`config.mk`:
```
export PLATFORM = sky130hd
export DESIGN_NAME = instruction_fetch
export DESIGN_NICKNAME = d
export VERILOG_FILES = /design/src/rtl/mips_pkg.sv /design/src/rtl/if_id_reg.sv /design/src/rtl/instruction_fetch.sv
export SDC_FILE = /design/constraint.sdc
export NUM_CORES = 1
export LEC_CHECK = 0
export BUFFER_PORTS_ARGS = -buffer_cell sky130_fd_sc_hd__buf_4
export CELL_PAD_IN_SITES_DETAIL_PLACEMENT = 1
export CELL_PAD_IN_SITES_GLOBAL_PLACEMENT = 1
export CORE_ASPECT_RATIO = 1.5
export CORE_MARGIN = 2
export CORE_UTILIZATION = 39
export CTS_CLUSTER_SIZE = 25
export DETAILED_ROUTE_END_ITERATION = 10
export PLACE_DENSITY_LB_ADDON = 0.15
export SYNTH_ARGS = -nofsm -noshare
export SYNTH_HDL_FRONTEND = slang
export SYNTH_SLANG_ARGS = --single-unit
```
`constraint.sdc`:
```
create_clock -name clk -period 2.6 [get_ports clk]
set_input_delay 0 -clock clk [delete_from_list [all_inputs] [get_ports clk]]
set_output_delay 0 -clock clk [all_outputs]
set_load 0.005 [all_outputs]
```
`src/rtl/mips_pkg.sv`:
```
// Shared MIPS pipeline definitions: fetch FSM states and fetch-stage constants.
package mips_pkg;

  localparam int unsigned WORD_BYTES       = 4;
  localparam logic [31:0] DEFAULT_RESET_PC = 32'h0000_0000;

  typedef enum logic [1:0] {
    StIdle,
    StReq,
    StDrop
  } fetch_state_t;

endpackage

```
`src/rtl/if_id_reg.sv`:
```
// Single-entry IF/ID buffer: load from fetch, consume by decode, flush on redirect.
module if_id_reg
  import mips_pkg::*;
(
  input  logic        clk_i,
  input  logic        rst_ni,
  input  logic        load_i,
  input  logic [31:0] instr_i,
  input  logic [31:0] pc_i,
  input  logic        consume_i,
  input  logic        flush_i,
  output logic        valid_o,
  output logic [31:0] instr_o,
  output logic [31:0] pc_o,
  output logic [31:0] pc4_o
);

  logic        valid_q, valid_d;
  logic [31:0] instr_q, instr_d;
  logic [31:0] pc_q, pc_d;
  logic [31:0] pc4_q, pc4_d;

  always_comb begin
    valid_d = valid_q;
    instr_d = instr_q;
    pc_d    = pc_q;
    pc4_d   = pc4_q;
    // Flush wins over both a same-cycle consume and load.
    if (flush_i) begin
      valid_d = 1'b0;
    end else if (load_i) begin
      valid_d = 1'b1;
      instr_d = instr_i;
      pc_d    = pc_i;
      pc4_d   = pc_i + 32'(WORD_BYTES);
    end else if (consume_i) begin
      valid_d = 1'b0;
    end
  end

  always_ff @(posedge clk_i or negedge rst_ni) begin
    if (!rst_ni) begin
      valid_q <= 1'b0;
      instr_q <= '0;
      pc_q    <= '0;
      pc4_q   <= 32'(WORD_BYTES);
    end else begin
      valid_q <= valid_d;
      instr_q <= instr_d;
      pc_q    <= pc_d;
      pc4_q   <= pc4_d;
    end
  end

  assign valid_o = valid_q;
  assign instr_o = instr_q;
  assign pc_o    = pc_q;
  assign pc4_o   = pc4_q;

endmodule

```
`src/rtl/instruction_fetch.sv`:
```
// MIPS fetch stage: PC/FSM, single-outstanding imem req/ack, branch redirect.
// Define FETCH_PERF_EN to enable the perf_fetched/perf_dropped counters.
module instruction_fetch
  import mips_pkg::*;
#(
  parameter logic [31:0] RESET_PC = DEFAULT_RESET_PC
) (
  input  logic        clk,
  input  logic        rst_n,
  output logic        imem_req,
  output logic [31:0] imem_addr,
  input  logic        imem_ack,
  input  logic [31:0] imem_rdata,
  output logic        if_valid,
  input  logic        if_ready,
  output logic [31:0] if_instr,
  output logic [31:0] if_pc,
  output logic [31:0] if_pc4,
  input  logic        branch_taken,
  input  logic [31:0] branch_target,
  output logic [31:0] perf_fetched,
  output logic [31:0] perf_dropped
);

  fetch_state_t state_q, state_d;
  logic [31:0]  pc_q, pc_d;
  logic [31:0]  tgt_q, tgt_d;
  logic         req_q, req_d;
  logic         ack, load, drop, consume;
  logic [31:0]  target;
  logic         target_lsb_unused;

  assign ack               = imem_ack & req_q;
  assign consume           = if_valid & if_ready;
  assign target            = {branch_target[31:2], 2'b00};
  assign target_lsb_unused = ^branch_target[1:0];

  always_comb begin
    state_d = state_q;
    pc_d    = pc_q;
    tgt_d   = tgt_q;
    req_d   = req_q;
    load    = 1'b0;
    drop    = 1'b0;
    unique case (state_q)
      StIdle: begin
        state_d = StReq;
        if (branch_taken) pc_d = target;
      end
      StReq: begin
        if (ack) begin
          req_d = 1'b0;
          if (branch_taken) begin
            drop = 1'b1;
            pc_d = target;
          end else begin
            load = 1'b1;
            pc_d = pc_q + 32'(WORD_BYTES);
          end
        end else if (req_q) begin
          // Keep req/addr stable; remember where to go once the ack arrives.
          if (branch_taken) begin
            tgt_d   = target;
            state_d = StDrop;
          end
        end else begin
          if (branch_taken) pc_d = target;
          if (!if_valid || if_ready) req_d = 1'b1;
        end
      end
      StDrop: begin
        if (branch_taken) tgt_d = target;
        if (ack) begin
          req_d   = 1'b0;
          drop    = 1'b1;
          pc_d    = branch_taken ? target : tgt_q;
          state_d = StReq;
        end
      end
      default: state_d = StIdle;
    endcase
  end

  always_ff @(posedge clk or negedge rst_n) begin
    if (!rst_n) begin
      state_q <= StIdle;
      pc_q    <= RESET_PC;
      tgt_q   <= RESET_PC;
      req_q   <= 1'b0;
    end else begin
      state_q <= state_d;
      pc_q    <= pc_d;
      tgt_q   <= tgt_d;
      req_q   <= req_d;
    end
  end

  assign imem_req  = req_q;
  assign imem_addr = pc_q;

  if_id_reg u_if_id_reg (
    .clk_i     (clk),
    .rst_ni    (rst_n),
    .load_i    (load),
    .instr_i   (imem_rdata),
    .pc_i      (pc_q),
    .consume_i (consume),
    .flush_i   (branch_taken),
    .valid_o   (if_valid),
    .instr_o   (if_instr),
    .pc_o      (if_pc),
    .pc4_o     (if_pc4)
  );

`ifdef FETCH_PERF_EN
  logic [31:0] fetched_q, fetched_d;
  logic [31:0] dropped_q, dropped_d;

  always_comb begin
    fetched_d = fetched_q + {31'b0, load};
    dropped_d = dropped_q + {31'b0, drop};
  end

  always_ff @(posedge clk or negedge rst_n) begin
    if (!rst_n) begin
      fetched_q <= '0;
      dropped_q <= '0;
    end else begin
      fetched_q <= fetched_d;
      dropped_q <= dropped_d;
    end
  end

  assign perf_fetched = fetched_q;
  assign perf_dropped = dropped_q;
`else
  logic drop_unused;
  assign drop_unused  = drop;
  assign perf_fetched = '0;
  assign perf_dropped = '0;
`endif

endmodule

```
==> results.py, run 1 <==
metrics = {
    "global_route": {
        "grt_pass1_vias": 8599,
        "grt_max_degree": 78,
        "grt_remaining_overflow": 0,
        "grt_usage_pct": 25.8,
        "grt_first_pass_wirelength_microns": 48100,
        "antenna_found_initial": 0,
    },
    "clocking": {
        "cts_tree": "yes",
        "clkTransAtPathRegs_ps": 60,
        "clock_path_buffers": 2,
        "cts_resized": 0,
        "cts.sinks": 162,
        "clock_latency_ps": 440,
        "cts_root_buf": "clkbuf_16",
        "cts_buffers": 17,
        "htree_levels": 4,
    },
    "pwr": {
        "p_leak_nw": 5.61,
        "ir_worst_vdd_mv": 0.586,
        "cellPowerDensity_nw_per_um2": 1230,
        "finalPower_mw": 14.6,
    },
    "synth": {
        "synth_top_area_share_pct": 45.4,
        "netlist_area_sq_um": 8880,
        "synth.ff_latch_count": 162,
        "synth-async-reset-ratio_pct": 100,
        "synth_area_leaders": "dfrtp_1 (45%), nand2_1 (11%), buf_4 (5.7%)",
        "ys_seq_area_share_pct": 45.7,
        "syn_avg_cell_area_sq_um": 8.83,
        "synth-main-ff-cell": "dfrtp_1",
        "netlist_top_cells_count": "nand2_1 (255), dfrtp_1 (161), o21ai_0 (80), buf_4 (68), a21oi_1 (41)",
        "post-synth-top-area-cell": "dfrtp_1",
        "synth-edff-count": 0,
        "yosysWarnings": 0,
        "ys_types": 74,
        "synthCells": 1006,
        "synthMostInstantiatedCell": "nand2_1",
    },
    "setup_path": {
        "cp_data_arrival_time_ps": 2720,
        "r2r-start": "state_q[1]$_DFFE_PN0P_",
        "criticalPathCategory": "register to register",
        "r2r_end": "imem_addr[21]$_DFFE_PN0P_",
        "startpoint": "state_q[1]$_DFFE_PN0P_",
        "required_ps": 2900,
        "start_kind": "register",
        "slowest_stage": "a21oi_1",
        "crit_path_max_fanout": 16,
        "r2r_slack_ps": 180,
        "cpPeakStageDelay_ps": 410,
        "path_cells": "inv_1 > ha_1 > buf_4 > a21o_1 > a21oi_1 > nand3_1 > o22ai_1 > a311oi_1",
        "setup.worst_path.end_class": "register",
        "r2r.worst_path.cells": 8,
    },
    "placed_design": {
        "gp_congestion": 0.863,
        "dp_hpwl_microns": 21500,
        "dp_cells": 1447,
        "place_worst_setup_slack_ps": 252,
        "placed_area_sq_um": 10500,
        "io_buffer_count": 196,
    },
    "detailed_routing": {
        "drtIter0Drc": 547,
        "drtPass1Iterations": 5,
        "vias": 8206,
        "routedWlPerCell_microns": 20.2,
        "routed.top_layer": "met4",
        "ant_nets": 0,
        "wl_met1_microns": 13000,
        "drc": 0,
        "wl_met2_microns": 15900,
        "met3_length_microns": 1550,
        "vias_per_cell": 5.31,
        "drt-total-wl_microns": 31200,
    },
    "sta": {
        "fmax_mhz": 413,
        "slew_violations": 0,
        "relSlewSlack_pct": 23.4,
        "grt_setup_unrepaired": "no",
        "hold_slack_ps": 73.7,
        "finalCritPeriodShare_pct": 93.0,
        "hold_viol": 0,
        "fin_skew_ps": 6.44,
        "setup_tns_ps": 0,
        "period_minus_slack_ps": 2420,
        "worstMarginPinSlew_ps": 1150,
        "worst_slack_ps": 181,
        "setup_viol": 0,
    },
    "status": {
        "status": "finished, final reports clean",
    },
    "die": {
        "core_region_area_sq_um": 22400,
        "rows": 67,
        "io_pins": 263,
        "die_h_microns": 189,
        "die_width_microns": 127,
        "dieArea_sq_um": 24000,
        "start_util_pct": 39.7,
    },
    "job": {
        "max_cap_viol_count": 0,
    },
    "layout": {
        "drive_gt1_share_pct": 25.9,
        "finalNonFillerCells": 1545,
        "final_nets": 1330,
        "area_growth_pct": 33.3,
        "fin_area_sq_um": 11800,
        "final_util_pct": 52.9,
        "diodes": 0,
    },
    "min_path": {
        "min_path_type": "primary input to asynchronous set/reset pin",
    },
}
==> sequential cells by signal, summed over array words and instances (netlist names) <==
name / count
imem_addr: 32
tgt_q: 32
u_if_id_reg.instr_o: 32
u_if_id_reg.pc4_o: 32
u_if_id_reg.pc_o: 30
state_q: 2
imem_req: 1
u_if_id_reg.valid_o: 1
==> worst max-delay path by stage <==
stage	end	slack [ps]	cells past startpoint
floorplan	imem_addr[30]$_DFFE_PN0P_	510	8
global placement	u_if_id_reg.pc_o[29]$_DFFE_PN0P_	310	7
detailed placement	u_if_id_reg.pc_o[27]$_DFFE_PN0P_	250	7
CTS	u_if_id_reg.pc_o[27]$_DFFE_PN0P_	180	7
global route	imem_addr[31]$_DFFE_PN0P_	40	9
finish	imem_addr[21]$_DFFE_PN0P_	180	8
==> worst max-delay path: cells and delay by family, from the launching register on <==
family / cells / cell delay [ps]
AOI/OAI and AO/OA: 4 / 990
buffers and inverters: 2 / 300
DFF: 1 / 370
adders and majority gates: 1 / 210
and+or+nand+nor: 1 / 390
==> where the power goes <==
group / switching, mW / leakage, nW / internal [mW]
registers: 1.10 / 2.00 / 3.71
clock network: 1.05 / 0.304 / 1.75
logic: 3.68 / 3.30 / 3.27
==> metal layers <==
layer | vias to the layer above | global-route usage [%]
li1 | 3828 | -
met1 | 4037 | 31.7
met2 | 296 | 45.3
met3 | 45 | 4.57
met4 | 0 | 9.26
met5 | - | 0
==> placed cells by master, fill, tap and decap left out, types with 6 or more instances in the layout <==
master / netlist / layout
a21oi_1: 41 / 41
a31oi_1: 6 / 6
and2_1: 8 / 8
and3_1: 9 / 9
buf_4: 68 / 241
clkbuf_16: 0 / 17
conb_1: 1 / 64
dfrtp_1: 161 / 161
dlygate4sd3_1: 0 / 65
inv_1: 13 / 13
mux2_2: 38 / 38
mux2i_1: 6 / 6
nand2_1: 255 / 254
nand2b_1: 9 / 9
nand3_1: 15 / 15
nand4_1: 16 / 16
nor2_1: 36 / 35
nor2b_1: 6 / 6
nor3_1: 9 / 9
o211ai_1: 8 / 8
o21ai_0: 80 / 80
o22ai_1: 13 / 13
xnor2_1: 24 / 24
xor2_1: 6 / 6
==> logic make-up after synthesis <==
family	count (synthesis)	share of synthesized area (%)
simple gates	387	19.4
compound gates	218	15.5
flops	162	45.7
buf+inv	159	10.1
mux	44	5.50
xor+xnor	30	2.96
fa+ha+maj	5	0.705
other cells	1	0.0422
==> area by class of cell <==
| cell class | instances | area (sq um) |
|---|---|---|
| inverters | 15 | 56.3 |
| repair buffers | 311 | 2550 |
| clock buffers | 23 | 468 |
| multi-input cells | 749 | 4180 |
| fillers | 2591 | 10500 |
| flip-flops and latches | 162 | 4060 |
| well taps | 276 | 345 |
| clock inverters | 9 | 178 |
==> repair_timing <==
item	CTS	global route
hold buffers	65	0
setup buffers	0	0
endpoints found under the setup margin	0	1
hold endpoints to repair	130	0
Power figures use the tool's default switching activity.
==> run 2, diff against run 1 <==
--- a/config.mk
+++ b/config.mk
@@ -10,7 +10,8 @@
 export CELL_PAD_IN_SITES_GLOBAL_PLACEMENT = 1
 export CORE_ASPECT_RATIO = 1.5
 export CORE_MARGIN = 2
-export CORE_UTILIZATION = 39
+export CORE_UTILIZATION = 40
+export CTS_BUF_LIST = sky130_fd_sc_hd__clkbuf_8
 export CTS_CLUSTER_SIZE = 25
 export DETAILED_ROUTE_END_ITERATION = 10
 export PLACE_DENSITY_LB_ADDON = 0.15
==> results.py, run 2 (same netlist as run 1, synthesis figures left out) <==
metrics = {
    "sta": {
        "slew_violations": 0,
        "finalCritPeriodShare_pct": 88.8,
        "hold_viol": 0,
        "relSlewSlack_pct": 57.2,
        "setup_viol": 0,
        "setup_tns_ps": 0,
        "fin_skew_ps": 11.9,
        "worst_slack_ps": 291,
        "period_minus_slack_ps": 2310,
        "worstMarginPinSlew_ps": 643,
        "hold_slack_ps": 33.8,
        "grt_setup_unrepaired": "no",
        "fmax_mhz": 433,
    },
    "clocking": {
        "cts_tree": "yes",
        "htree_levels": 4,
        "cts_resized": 0,
        "ctsHoldBuffers": 65,
        "cts.sinks": 162,
        "cts_buffers": 17,
        "post_cts_buffers": 0,
        "clkTransAtPathRegs_ps": 90,
        "cts_root_buf": "clkbuf_8",
        "clock_path_buffers": 2,
        "clock_latency_ps": 470,
    },
    "pwr": {
        "finalPower_mw": 13.6,
        "netSwitchingPower_mw": 5.68,
        "p_comb_share_pct": 50.8,
        "p_sw_share_pct": 41.7,
        "power_frac_seq_pct": 34.8,
        "p_leak_nw": 5.50,
        "cellPowerDensity_nw_per_um2": 1180,
        "ir_worst_vdd_mv": 0.432,
        "power_frac_clock_pct": 14.4,
        "internal_power_mw": 7.95,
    },
    "layout": {
        "final_cell_mix": "nand2_1 (254), buf_4 (236), dfrtp_1 (161)",
        "num-fill-cells": 2524,
        "register_area_sq_um": 4060,
        "layout_commonest_cell": "nand2_1",
        "diodes": 0,
        "final_nets": 1325,
        "final_util_pct": 53.3,
        "multi_input_area_sq_um": 4180,
        "drive_gt1_share_pct": 25.8,
        "area_growth_pct": 30.3,
    },
    "die": {
        "die_h_microns": 186,
        "io_pins": 263,
        "rows": 66,
        "dieArea_sq_um": 23400,
        "start_util_pct": 40.9,
        "die_width_microns": 126,
        "core_region_area_sq_um": 21700,
    },
    "setup_path": {
        "criticalPathCategory": "register to register",
        "start_kind": "register",
        "setup.worst_path.end_class": "register",
        "cp_data_arrival_time_ps": 2670,
        "required_ps": 2960,
        "crit_path_max_fanout": 24,
    },
    "detailed_routing": {
        "drc": 0,
        "vias_per_cell": 5.30,
        "vias": 8131,
        "drt-total-wl_microns": 29900,
        "drtIter0Drc": 459,
        "drtPass1Iterations": 7,
        "ant_nets": 0,
        "routedWlPerCell_microns": 19.5,
    },
    "global_route": {
        "grt_remaining_overflow": 0,
        "antenna_found_initial": 0,
        "grt_first_pass_wirelength_microns": 47700,
        "grt_max_degree": 109,
        "grt_pass1_vias": 8542,
        "grt_usage_pct": 25.6,
    },
    "status": {
        "status": "finished, final reports clean",
    },
    "placed_design": {
        "gp_congestion": 0.863,
        "io_buffer_count": 196,
        "place_worst_setup_slack_ps": 283,
        "dp_hpwl_microns": 21300,
    },
    "job": {
        "max_cap_viol_count": 0,
    },
    "min_path": {
        "min_path_type": "primary input to register",
    },
}
[run 2: worst paths after layout]
check,from,endpoint,slack (ps),cells past startpoint
setup / recovery,state_q[0]$_DFFE_PN0P_,imem_addr[4]$_DFFE_PN0P_,290,7
hold / removal,branch_taken,imem_addr[0]$_DFFE_PN0P_,30,2
setup reg to reg,state_q[0]$_DFFE_PN0P_,imem_addr[4]$_DFFE_PN0P_,290,7
hold reg to reg,u_if_id_reg.instr_o[23]$_DFFE_PN0P_,u_if_id_reg.instr_o[23]$_DFFE_PN0P_,480,2
max in group asynchronous,rst_n,u_if_id_reg.pc4_o[9]$_DFFE_PN0P_,1760,3
min in group asynchronous,rst_n,u_if_id_reg.instr_o[14]$_DFFE_PN0P_,60,2
[run 2: final cells by class]
| cell class | count | area share [%] |
|---|---|---|
| Clock buffer | 20 | 2.38 |
| Timing Repair Buffer | 307 | 21.9 |
| Sequential cell | 162 | 35.0 |
| Clock inverter | 11 | 1.18 |
| Tap cell | 272 | 2.94 |
| Inverter | 15 | 0.487 |
| Multi-Input combinational cell | 748 | 36.1 |
[run 2: power groups by stage]
stage / combinational [mW] / clock [mW] / sequential [mW]
final: 6.93 / 1.96 / 4.74
after global routing: 7.61 / 2.12 / 4.91
after CTS: 6.92 / 2.03 / 4.73
after detailed placement: 6.81 / 0 / 4.78
after global placement: 6.64 / 0 / 4.72
after floorplan: 3.84 / 0 / 4.46
[run 2: per-layer routing]
| layer | track usage (%) | up-vias | routed length, microns |
|---|---|---|---|
| met5 | 0 | - | 0 |
| met4 | 9.40 | 0 | 774 |
| met3 | 4.96 | 52 | 1530 |
| met2 | 43.1 | 292 | 14800 |
| met1 | 32.8 | 3959 | 12800 |
| li1 | - | 3828 | - |
[run 2: critical path: stages, from the launching register on]
cell	delay [ps]
dfrtp_1	390
inv_1	90
ha_1	470
buf_4	370
o21ai_0	310
buf_4	240
a22oi_1	190
o21ai_0	100
[run 2: per-stage QoR]
stage | instance area, sq um | instances
global placement | 10500 | 1439
detailed placement | 10500 | 1439
floorplan | 9120 | 1069
finish | 11600 | 1535
CTS | 11600 | 1535
global route | 11600 | 1535
==> run 3, diff against run 2 <==
==> constraint.sdc (replaced) <==
create_clock -name clk -period 2.4 [get_ports clk]
set_input_delay 0 -clock clk [delete_from_list [all_inputs] [get_ports clk]]
set_output_delay 0 -clock clk [all_outputs]
set_load 0.005 [all_outputs]
==> results.py, run 3 (same netlist as run 1, synthesis figures left out) <==
metrics = {
    "global_route": {
        "use_met2_pct": 44.9,
        "grt_first_pass_wirelength_microns": 48300,
        "antenna_found_initial": 0,
        "grtUsageMet3_pct": 3.87,
        "grt_pass1_vias": 8592,
        "grt_usage_pct": 25.9,
        "grt.busiest_layer": "met2",
        "grt.met1_usage_pct": 33.3,
        "grt_remaining_overflow": 0,
        "grt_max_degree": 93,
    },
    "placed_design": {
        "placed_area_sq_um": 10700,
        "io_buffer_count": 196,
        "place_worst_setup_slack_ps": 208,
        "dp_cells": 1465,
        "dp_hpwl_microns": 22000,
        "gp_congestion": 0.903,
    },
    "sta": {
        "hold_slack_ps": 53.7,
        "fin_skew_ps": 12.3,
        "worstMarginPinSlew_ps": 527,
        "setup_tns_ps": 0,
        "period_minus_slack_ps": 2190,
        "worst_slack_ps": 215,
        "grt_setup_unrepaired": "no",
        "relSlewSlack_pct": 64.9,
        "fmax_mhz": 458,
        "slew_violations": 0,
        "hold_viol": 0,
        "setup_viol": 0,
        "finalCritPeriodShare_pct": 91.0,
    },
    "detailed_routing": {
        "vias": 8461,
        "ant_nets": 0,
        "vias_per_cell": 5.42,
        "drtIter0Drc": 601,
        "drt-total-wl_microns": 30700,
        "drc": 0,
        "drtPass1Iterations": 5,
        "routedWlPerCell_microns": 19.6,
    },
    "clocking": {
        "clock_latency_ps": 470,
        "clkTransAtPathRegs_ps": 90,
        "post_cts_buffers": 0,
        "cts_tree": "yes",
        "cts_buffers": 17,
        "cts_root_buf": "clkbuf_8",
        "cts.sinks": 162,
        "htree_levels": 4,
        "clock_path_buffers": 2,
    },
    "layout": {
        "diodes": 0,
        "final_cell_mix": "buf_4 (262), nand2_1 (254), dfrtp_1 (161)",
        "final_nets": 1351,
        "finalNonFillerCells": 1562,
        "area_growth_pct": 32.7,
        "final_util_pct": 54.3,
        "fin_area_sq_um": 11800,
        "drive_gt1_share_pct": 27.3,
        "layout_commonest_cell": "buf_4",
    },
    "pwr": {
        "p_comb_share_pct": 51.9,
        "ir_worst_vdd_mv": 0.578,
        "p_sw_share_pct": 41.3,
        "power_frac_seq_pct": 33.7,
        "internal_power_mw": 8.87,
        "power_frac_clock_pct": 14.4,
        "finalPower_mw": 15.1,
        "cellPowerDensity_nw_per_um2": 1280,
        "p_leak_nw": 5.64,
        "netSwitchingPower_mw": 6.25,
    },
    "setup_path": {
        "start_kind": "register",
        "startpoint": "state_q[1]$_DFFE_PN0P_",
        "r2r-start": "state_q[1]$_DFFE_PN0P_",
        "cp_data_arrival_time_ps": 2520,
        "setup.worst_path.end_class": "register",
        "criticalPathCategory": "register to register",
        "required_ps": 2740,
        "crit_path_max_fanout": 6,
    },
    "job": {
        "max_cap_viol_count": 0,
    },
    "die": {
        "start_util_pct": 40.9,
        "core_region_area_sq_um": 21700,
        "io_pins": 263,
        "dieArea_sq_um": 23400,
        "die_h_microns": 186,
        "die_width_microns": 126,
        "rows": 66,
    },
    "min_path": {
        "min_path_type": "primary input to asynchronous set/reset pin",
    },
    "status": {
        "status": "finished, final reports clean",
    },
}
==> run 3: cell count changes in the layout (fill, tap and decap cells not counted) <==
cell | previous run | this run
clkinvlp_4 | 3 | 4
a21oi_1 | 41 | 40
inv_1 | 14 | 16
clkbuf_8 | 20 | 21
clkinv_2 | 4 | 1
a21oi_2 | 0 | 1
buf_4 | 236 | 262
==> run 3: layout make-up <==
type,count,area [sq um]
clock buffer,21,289
clock inverter,11,136
fill,2540,9930
inverter,15,56.3
multi-input combinational,748,4180
sequential,162,4060
tap,272,340
timing repair buffer,333,2730
==> run 3: worst paths after layout <==
check	end	slack [ps]	cells after the start
worst min-delay path	u_if_id_reg.instr_o[12]$_DFFE_PN0P_	50	2
min in group clk	u_if_id_reg.valid_o$_DFFE_PN0P_	50	2
max in group asynchronous	imem_addr[22]$_DFFE_PN0P_	1630	3
worst max register to register	imem_addr[22]$_DFFE_PN0P_	210	7
worst min register to register	u_if_id_reg.pc_o[15]$_DFFE_PN0P_	480	2
worst max-delay path	imem_addr[22]$_DFFE_PN0P_	210	7
==> run 3: power by group through the flow <==
stage / Sequential [mW] / Clock [mW] / Combinational [mW]
6_report: 5.09 / 2.17 / 7.85
5_1_grt: 5.28 / 2.32 / 8.58
4_1_cts: 5.07 / 2.23 / 7.83
3_5_place_dp: 5.13 / 0 / 7.70
3_3_place_gp: 5.05 / 0 / 7.51
2_1_floorplan: 4.83 / 0 / 4.16
==> run 3: metal layers <==
metal / up-vias / share of wire [%]
met5: - / 0
met1: 4216 / 42
met4: 0 / 2.2
met3: 52 / 5.3
li1: 3861 / -
met2: 332 / 50
==> run 3: worst max-delay path: stages (launching register included) <==
cell and delay, ps:
dfrtp_1 390, inv_1 90, ha_1 230, a21o_1 240, a211o_1 400, buf_4 200
a311oi_1 390, a21oi_1 120
==> run 3: what timing repair did <==
| action | in CTS | in global routing |
|---|---|---|
| gates resized for setup | 0 | 1 |
| hold endpoints to repair | 247 | 0 |
| endpoints found under the setup margin | 0 | 1 |
| hold buffers | 65 | 0 |
